--- src/rtl/npu_lb_pkg.sv ---
// Shared definitions for the 3x3 line-buffer sequencer: FSM states and
// buffer geometry / memory latency constants.
package npu_lb_pkg;

   localparam int unsigned LB_ROWS    = 3;
   localparam int unsigned LB_DEPTH   = 3;
   localparam int unsigned MEM_RD_LAT = 1;

   typedef enum logic [2:0] {
      IDLE,
      FETCH,
      WRITE,
      SHIFT,
      FLUSH,
      NEXT_ROW,
      DONE
   } lb_state_e;

endpackage

--- src/rtl/linebuffer_ctrl_if.sv ---
// Frame command, memory read and line-buffer strobe bundle between the
// sequencer (master) and its parent (slave).
interface linebuffer_ctrl_if #(
   parameter int unsigned ADDR_W = 16,
   parameter int unsigned DIM_W  = 10
);
   logic              start;
   logic [ADDR_W-1:0] base_addr;
   logic [DIM_W-1:0]  img_width;
   logic [DIM_W-1:0]  img_height;
   logic              stall;
   logic              busy;
   logic              done;
   logic              err;
   logic              mem_rd_en;
   logic [ADDR_W-1:0] mem_addr_r1;
   logic [ADDR_W-1:0] mem_addr_r2;
   logic [ADDR_W-1:0] mem_addr_r3;
   logic              lb_wr_en;
   logic              lb_shift;
   logic              out_valid;
   logic [DIM_W-1:0]  out_row;
   logic [DIM_W-1:0]  out_col;

   modport master (
      input  start, base_addr, img_width, img_height, stall,
      output busy, done, err, mem_rd_en, mem_addr_r1, mem_addr_r2, mem_addr_r3,
             lb_wr_en, lb_shift, out_valid, out_row, out_col
   );

   modport slave (
      output start, base_addr, img_width, img_height, stall,
      input  busy, done, err, mem_rd_en, mem_addr_r1, mem_addr_r2, mem_addr_r3,
             lb_wr_en, lb_shift, out_valid, out_row, out_col
   );
endinterface

--- src/rtl/linebuffer_addr_gen.sv ---
// Column / band-base counters and the three row read addresses. The band
// base is a running sum of the width, so no multiplier is needed.
module linebuffer_addr_gen #(
   parameter int unsigned ADDR_W = 16,
   parameter int unsigned DIM_W  = 10
) (
   input  logic              clk,
   input  logic              rst,
   input  logic              clr_i,
   input  logic              col_inc_i,
   input  logic              next_row_i,
   input  logic [ADDR_W-1:0] base_i,
   input  logic [DIM_W-1:0]  width_i,
   output logic [DIM_W-1:0]  col_o,
   output logic [ADDR_W-1:0] addr_r1_o,
   output logic [ADDR_W-1:0] addr_r2_o,
   output logic [ADDR_W-1:0] addr_r3_o
);

   logic [ADDR_W-1:0] row_base_q, row_base_d;
   logic [DIM_W-1:0]  col_q, col_d;
   logic [ADDR_W-1:0] w_ext;

   assign w_ext = ADDR_W'(width_i);

   always_comb begin
      row_base_d = row_base_q;
      col_d      = col_q;
      if (clr_i) begin
         row_base_d = '0;
         col_d      = '0;
      end else if (next_row_i) begin
         row_base_d = row_base_q + w_ext;
         col_d      = '0;
      end else if (col_inc_i) begin
         col_d = col_q + DIM_W'(1);
      end
   end

   always_ff @(posedge clk or posedge rst) begin
      if (rst) begin
         row_base_q <= '0;
         col_q      <= '0;
      end else begin
         row_base_q <= row_base_d;
         col_q      <= col_d;
      end
   end

   // All sums wrap modulo 2^ADDR_W.
   assign col_o     = col_q;
   assign addr_r1_o = base_i + row_base_q + ADDR_W'(col_q);
   assign addr_r2_o = addr_r1_o + w_ext;
   assign addr_r3_o = addr_r1_o + (w_ext << 1);

endmodule

--- src/rtl/linebuffer_ctrl.sv ---
// Band-by-band sequencer for the 3-row line buffer: three row reads per
// column, then mutually exclusive write/shift strobes and tail-valid flags.
module linebuffer_ctrl
   import npu_lb_pkg::*;
#(
   parameter int unsigned BIT_DEPTH = 8,
   parameter int unsigned ADDR_W    = 16,
   parameter int unsigned DIM_W     = 10
) (
   input logic               clk,
   input logic               rst,
   linebuffer_ctrl_if.master lb_if
);

   localparam int unsigned DW1 = DIM_W + 1;

   if (BIT_DEPTH == 0 || MEM_RD_LAT != 1 || LB_ROWS != 3 || LB_DEPTH != 3) begin : g_cfg_chk
      $error("linebuffer_ctrl: unsupported configuration");
   end

   lb_state_e         state_q, state_d;
   logic [ADDR_W-1:0] base_q, base_d;
   logic [DIM_W-1:0]  w_q, w_d, h_q, h_d, row_q, row_d;
   logic              bad_q, bad_d;

   logic              clr, col_inc, next_row, mem_rd_en_c;
   logic [DIM_W-1:0]  col;
   logic              last_col, last_band;
   logic [ADDR_W-1:0] addr_r1, addr_r2, addr_r3;

   logic              busy_q, done_q, err_q, lb_wr_en_q, lb_shift_q, out_valid_q;
   logic [DIM_W-1:0]  out_row_q, out_col_q;

   linebuffer_addr_gen #(
      .ADDR_W (ADDR_W),
      .DIM_W  (DIM_W)
   ) u_addr_gen (
      .clk        (clk),
      .rst        (rst),
      .clr_i      (clr),
      .col_inc_i  (col_inc),
      .next_row_i (next_row),
      .base_i     (base_q),
      .width_i    (w_q),
      .col_o      (col),
      .addr_r1_o  (addr_r1),
      .addr_r2_o  (addr_r2),
      .addr_r3_o  (addr_r3)
   );

   // Widened compares so W-1 / H-3 never underflow.
   assign last_col  = (DW1'(col) + DW1'(1)) >= DW1'(w_q);
   assign last_band = (DW1'(row_q) + DW1'(1)) > (DW1'(h_q) - DW1'(3));

   always_comb begin
      state_d     = state_q;
      base_d      = base_q;
      w_d         = w_q;
      h_d         = h_q;
      row_d       = row_q;
      bad_d       = bad_q;
      clr         = 1'b0;
      col_inc     = 1'b0;
      next_row    = 1'b0;
      mem_rd_en_c = 1'b0;
      case (state_q)
         IDLE: begin
            if (lb_if.start) begin
               base_d = lb_if.base_addr;
               w_d    = lb_if.img_width;
               h_d    = lb_if.img_height;
               row_d  = '0;
               clr    = 1'b1;
               if (lb_if.img_width == '0 || lb_if.img_height < DIM_W'(3)) begin
                  bad_d   = 1'b1;
                  state_d = DONE;
               end else begin
                  bad_d   = 1'b0;
                  state_d = FETCH;
               end
            end
         end
         FETCH: begin
            if (!lb_if.stall) begin
               mem_rd_en_c = 1'b1;
               state_d     = WRITE;
            end
         end
         WRITE: state_d = SHIFT;
         SHIFT: begin
            if (last_col) begin
               state_d = FLUSH;
            end else begin
               col_inc = 1'b1;
               state_d = FETCH;
            end
         end
         FLUSH: state_d = NEXT_ROW;
         NEXT_ROW: begin
            next_row = 1'b1;
            row_d    = row_q + DIM_W'(1);
            state_d  = last_band ? DONE : FETCH;
         end
         DONE:    state_d = IDLE;
         default: state_d = IDLE;
      endcase
   end

   always_ff @(posedge clk or posedge rst) begin
      if (rst) begin
         state_q <= IDLE;
         base_q  <= '0;
         w_q     <= '0;
         h_q     <= '0;
         row_q   <= '0;
         bad_q   <= 1'b0;
      end else begin
         state_q <= state_d;
         base_q  <= base_d;
         w_q     <= w_d;
         h_q     <= h_d;
         row_q   <= row_d;
         bad_q   <= bad_d;
      end
   end

   // Strobes are registered from the next state; tail-valid lags SHIFT/FLUSH.
   always_ff @(posedge clk or posedge rst) begin
      if (rst) begin
         busy_q      <= 1'b0;
         done_q      <= 1'b0;
         err_q       <= 1'b0;
         lb_wr_en_q  <= 1'b0;
         lb_shift_q  <= 1'b0;
         out_valid_q <= 1'b0;
         out_row_q   <= '0;
         out_col_q   <= '0;
      end else begin
         busy_q      <= (state_d != IDLE);
         done_q      <= (state_d == DONE);
         err_q       <= (state_d == DONE) && bad_d;
         lb_wr_en_q  <= (state_d == WRITE);
         lb_shift_q  <= (state_d == SHIFT) || (state_d == FLUSH);
         out_valid_q <= ((state_q == SHIFT) && (col != '0)) || (state_q == FLUSH);
         if (state_q == FLUSH) begin
            out_row_q <= row_q;
            out_col_q <= w_q - DIM_W'(1);
         end else if ((state_q == SHIFT) && (col != '0)) begin
            out_row_q <= row_q;
            out_col_q <= col - DIM_W'(1);
         end
      end
   end

   assign lb_if.busy        = busy_q;
   assign lb_if.done        = done_q;
   assign lb_if.err         = err_q;
   assign lb_if.mem_rd_en   = mem_rd_en_c;
   assign lb_if.mem_addr_r1 = addr_r1;
   assign lb_if.mem_addr_r2 = addr_r2;
   assign lb_if.mem_addr_r3 = addr_r3;
   assign lb_if.lb_wr_en    = lb_wr_en_q;
   assign lb_if.lb_shift    = lb_shift_q;
   assign lb_if.out_valid   = out_valid_q;
   assign lb_if.out_row     = out_row_q;
   assign lb_if.out_col     = out_col_q;

endmodule
--- src/flat_wrapper.sv ---
// flat-port wrapper written by rule: the top's interface ports become plain ports
module linebuffer_ctrl_flat import npu_lb_pkg::*;
#(
   parameter int unsigned BIT_DEPTH = 8,
   parameter int unsigned ADDR_W    = 16,
   parameter int unsigned DIM_W     = 10
)
  (clk, rst, lb_if_start, lb_if_base_addr, lb_if_img_width, lb_if_img_height, lb_if_stall, lb_if_busy, lb_if_done, lb_if_err, lb_if_mem_rd_en, lb_if_mem_addr_r1, lb_if_mem_addr_r2, lb_if_mem_addr_r3, lb_if_lb_wr_en, lb_if_lb_shift, lb_if_out_valid, lb_if_out_row, lb_if_out_col);
  linebuffer_ctrl_if #(.ADDR_W(ADDR_W), .DIM_W(DIM_W)) lb_if_i ();
  input logic clk;
  input logic rst;
  input wire logic [$bits(lb_if_i.start)-1:0] lb_if_start;
  input wire logic [$bits(lb_if_i.base_addr)-1:0] lb_if_base_addr;
  input wire logic [$bits(lb_if_i.img_width)-1:0] lb_if_img_width;
  input wire logic [$bits(lb_if_i.img_height)-1:0] lb_if_img_height;
  input wire logic [$bits(lb_if_i.stall)-1:0] lb_if_stall;
  output wire logic [$bits(lb_if_i.busy)-1:0] lb_if_busy;
  output wire logic [$bits(lb_if_i.done)-1:0] lb_if_done;
  output wire logic [$bits(lb_if_i.err)-1:0] lb_if_err;
  output wire logic [$bits(lb_if_i.mem_rd_en)-1:0] lb_if_mem_rd_en;
  output wire logic [$bits(lb_if_i.mem_addr_r1)-1:0] lb_if_mem_addr_r1;
  output wire logic [$bits(lb_if_i.mem_addr_r2)-1:0] lb_if_mem_addr_r2;
  output wire logic [$bits(lb_if_i.mem_addr_r3)-1:0] lb_if_mem_addr_r3;
  output wire logic [$bits(lb_if_i.lb_wr_en)-1:0] lb_if_lb_wr_en;
  output wire logic [$bits(lb_if_i.lb_shift)-1:0] lb_if_lb_shift;
  output wire logic [$bits(lb_if_i.out_valid)-1:0] lb_if_out_valid;
  output wire logic [$bits(lb_if_i.out_row)-1:0] lb_if_out_row;
  output wire logic [$bits(lb_if_i.out_col)-1:0] lb_if_out_col;
  assign lb_if_i.start = lb_if_start;
  assign lb_if_i.base_addr = lb_if_base_addr;
  assign lb_if_i.img_width = lb_if_img_width;
  assign lb_if_i.img_height = lb_if_img_height;
  assign lb_if_i.stall = lb_if_stall;
  assign lb_if_busy = lb_if_i.busy;
  assign lb_if_done = lb_if_i.done;
  assign lb_if_err = lb_if_i.err;
  assign lb_if_mem_rd_en = lb_if_i.mem_rd_en;
  assign lb_if_mem_addr_r1 = lb_if_i.mem_addr_r1;
  assign lb_if_mem_addr_r2 = lb_if_i.mem_addr_r2;
  assign lb_if_mem_addr_r3 = lb_if_i.mem_addr_r3;
  assign lb_if_lb_wr_en = lb_if_i.lb_wr_en;
  assign lb_if_lb_shift = lb_if_i.lb_shift;
  assign lb_if_out_valid = lb_if_i.out_valid;
  assign lb_if_out_row = lb_if_i.out_row;
  assign lb_if_out_col = lb_if_i.out_col;
  linebuffer_ctrl #(.BIT_DEPTH(BIT_DEPTH), .ADDR_W(ADDR_W), .DIM_W(DIM_W)) u_core (.clk(clk), .rst(rst), .lb_if(lb_if_i));
endmodule
--- config.mk ---
export PLATFORM = sky130hd
export DESIGN_NAME = linebuffer_ctrl_flat
export DESIGN_NICKNAME = d
export VERILOG_FILES = /design/src/rtl/npu_lb_pkg.sv /design/src/rtl/linebuffer_ctrl_if.sv /design/src/rtl/linebuffer_addr_gen.sv /design/src/rtl/linebuffer_ctrl.sv /design/src/flat_wrapper.sv
export SDC_FILE = /design/constraint.sdc
export NUM_CORES = 1
export LEC_CHECK = 0
export ABC_AREA = 0
export BUFFER_PORTS_ARGS = -buffer_cell sky130_fd_sc_hd__buf_4
export CAP_MARGIN = 20
export CORE_UTILIZATION = 53
export DETAILED_ROUTE_END_ITERATION = 12
export PLACE_DENSITY = 0.81
export SLEW_MARGIN = 10
export SYNTH_ARGS = -nofsm -noshare
export SYNTH_HDL_FRONTEND = slang
export SYNTH_HIERARCHICAL = 1
export SYNTH_SLANG_ARGS = --single-unit
--- constraint.sdc ---
create_clock -name clk -period 4.74 [get_ports clk]
set_clock_uncertainty 0.15 [all_clocks]
set_input_delay 1.422 -clock clk [delete_from_list [all_inputs] [get_ports clk]]
set_output_delay 1.422 -clock clk [all_outputs]
set_load 0.02 [all_outputs]
==> results.cfg <==
[setup_path]
cp_cell_sequence = fa_1, ha_2, inv_2, fa_2, nor2b_4, o31a_1, o21ai_1, nand2b_1, a21o_1, a21oi_2, xnor2_2, ha_4, nand2_4, o21ai_2, o21a_1, nand4_1, xnor2_2, buf_4
crit_start = u_core/u_addr_gen/col_o[1]
cp-end-kind = output port
critPathCapture = lb_if_mem_addr_r3[15]
r2r_cells = 15
max_stage_delay_ns = 0.48
startpoint_type = register
r2r_end = u_core/u_addr_gen/col_o[5]
worstPathMaxFanout = 3
crit_arrival_ns = 4.23
r2r-start = u_core/u_addr_gen/col_o[1]
cp_common_cell = xnor2_2
slowest_stage = fa_1
required_ns = 3.17
rrSetupSlack_ns = 0.72
path_class = reg2out

[grt]
grt_pass1_wl_um = 33900
grt_max_degree = 68
antenna_found_initial = 0
grt_overflow = 0
grtUsageTotal_pct = 28.6
grt_pass1_vias = 7018

[worst_hold_path]
holdCritStartpoint = u_core/lb_if.out_col[1]
min_path_type = reg2reg

[clock_tree]
root_buffer = clkbuf_16
clock_path_buffers = 2
ctsHoldBuffers = 0
clkLatencyLatePin_ns = 0.35
numCtsBuffers = 9
htree_levels = 3
clock-sinks = 102
cts.clk_slew.worst_paths_ns = 0.08
cts_tree = yes

[finish]
layout-drive-gt1-share_pct = 34.0
fill_cells = 909
final_common_cell = buf_4
layout_common_cells = buf_4, nand2_1, dfrtp_1
diodes = 0
utilization_pct = 75.5
area_delta_synth_final_pct = 37.1
fin_area_mm2 = 0.0106
num-nets-final = 1206

[place]
place_area_mm2 = 0.00954
port_buffers = 114
dp_hpwl_um = 14200
pre_cts_ws_ns = -0.535
gp_congestion = 0.858

[drt]
dr.pass1.iters = 7
viasPerCell = 5.87
finalWirelength_um = 22900
wl_per_cell_um = 18.2
drc = 0
ant_nets = 0
drt_iter0_drc = 586
vias = 7392

[synthesis]
syn_nets = 986
ys.flop_type = dfrtp_1
synthArstFlopShare_pct = 100
ys_warn_count = 6
synth_seq_area_share_pct = 33.0
syn_area_mm2 = 0.00773
syn_avg_cell_area_um2 = 9.05
synth_edf_count = 0
synth_cell_types = 69
syn-instance-count = 855
ys_ff_latch = 102

[sta]
relSlewSlack_pct = 18.0
fmax_mhz = 172
layout_worst_path_cycle_share_pct = 122
worst_pin_slew_ns = 1.20
min_period_ns = 5.80
finalSetupViolations = 32
finalHoldViolCount = 0
finalWorstSetupSlack_ns = -1.06
rsz0062_at_grt = true
drv_slew = 0

[flow_run]
max-cap-violations = 0

[pwr]
power_density_mw_per_mm2 = 821
peakVddDrop_v = 0.000473
leakage_uw = 0.00540

[outcome]
status = finished with violations
violations = negative setup slack

[floorplan]
initial_core_util_pct = 55.1
die_area_mm2 = 0.0151
dieWidth_um = 123
rows = 43
ioPinCount = 115
core_area_mm2 = 0.0140
fp.dieH_um = 123
==> metal layers <==
| layer | track usage, % | share of wire, % | vias up |
|---|---|---|---|
| met2 | 49.4 | 50 | 348 |
| met5 | 0 | 0 | - |
| met1 | 36.1 | 39 | 3532 |
| li1 | - | - | 3419 |
| met3 | 4.74 | 6.3 | 93 |
| met4 | 9.83 | 4.7 | 0 |
==> flip-flops by register name (all words and copies together), names as in the netlist, 3 cells and up <==
signal	flops
u_core/u_addr_gen/col_o	10
u_core/lb_if.out_col	10
u_core/u_addr_gen/row_base_q	16
u_core/h_q	10
u_core/state_q	3
u_core/row_q	10
u_core/base_q	16
u_core/w_q	10
u_core/lb_if.out_row	10
==> cell type report <==
type                    count  area [um2]  share of cell area (%)
inverters                  34         130                    1.23
repair buffers            235        1880                    17.7
well taps                 180         225                    2.12
multi-input cells         693        5510                    52.0
flip-flops and latches    102        2550                    24.1
clock inverters             6        77.6                   0.731
clock buffers              10         229                    2.16
==> per-stage QoR <==
stage | total power, uW | instances | setup TNS, ns | hold WS (ns)
floorplan | 4500 | 855 | -7.02 | 0.289
global placement | 6520 | 1218 | -5.54 | 0.316
detailed placement | 6620 | 1218 | -6.91 | 0.324
CTS | 8080 | 1246 | -12.48 | 0.339
global route | 9220 | 1260 | -24.23 | 0.371
finish | 8710 | 1260 | -20.19 | 0.333
==> logic make-up (layout without fill, tap and decap cells) <==
family	after synthesis	after routing	synth area share, %
simple gates	311	311	18.5
flops	102	102	33.0
mux	24	24	3.45
compound gates	175	175	15.0
xor+xnor	92	92	10.5
fa+ha+maj	91	91	16.1
buf+inv	60	285	3.49
==> critical path: cells and delay by family (launching register included) <==
kind,cells,cell delay [ns]
AO/OA/AOI/OAI,6,1.26
XOR/XNOR,2,0.31
buffers and inverters,2,0.21
flip-flops,1,0.42
adder cells (fa/ha/maj),4,1.22
AND/OR/NAND/NOR,4,0.45
==> repair_timing <==
item / 4_1_cts / 5_1_grt
setup buffers: 19 / 15
resized for setup: 71 / 32
endpoints found under the setup margin: 29 / 32
pin swaps: 46 / 31
==> report_power, final <==
group | internal [uW] | switching, uW | leakage [uW]
sequential | 1100 | 286 | 0.00134
combinational | 3160 | 3390 | 0.00392
clock | 421 | 356 | 0.000148
==> synth_stat cells, drive strengths merged (2+ instances only) <==
master	count	area, um2
ha	77	963
o21a	8	60.1
o31ai	7	66.3
fa	14	280
or3	2	12.5
mux2i	13	143
a21o	19	143
dfrtp	102	2550
nor3	14	70.1
buf	15	101
nand2	142	533
nand2b	7	43.8
o21bai	6	45.0
or3b	3	26.3
nand4	14	87.6
and2b	3	25.0
o211ai	3	27.5
and3	6	37.5
inv	34	128
o21ai	49	245
xor2	35	307
o2bb2ai	2	17.5
a221oi	2	23.8
a31oi	3	18.8
nor2b	5	38.8
o41ai	3	45.1
nand3	16	80.1
clkbuf	11	41.3
and2	4	25.0
nor2	73	282
a211oi	5	37.5
xnor2	57	507
nor4	10	62.6
or4	2	15.0
or2	3	18.8
nand3b	2	15.0
a21oi	52	272
mux2	11	124
nor3b	2	26.3
a2111oi	2	23.8
a22o	7	61.3
==> worst min path at each step <==
stage | to | cells past startpoint
4_1_cts | u_core/lb_if.out_col[1] | 2
3_3_place_gp | u_core/lb_if.out_col[1] | 2
6_report | u_core/lb_if.out_col[1] | 2
2_1_floorplan | u_core/bad_q | 1
3_5_place_dp | u_core/lb_if.out_col[1] | 2
5_1_grt | u_core/bad_q | 1
(Power assumes the default switching activity.)
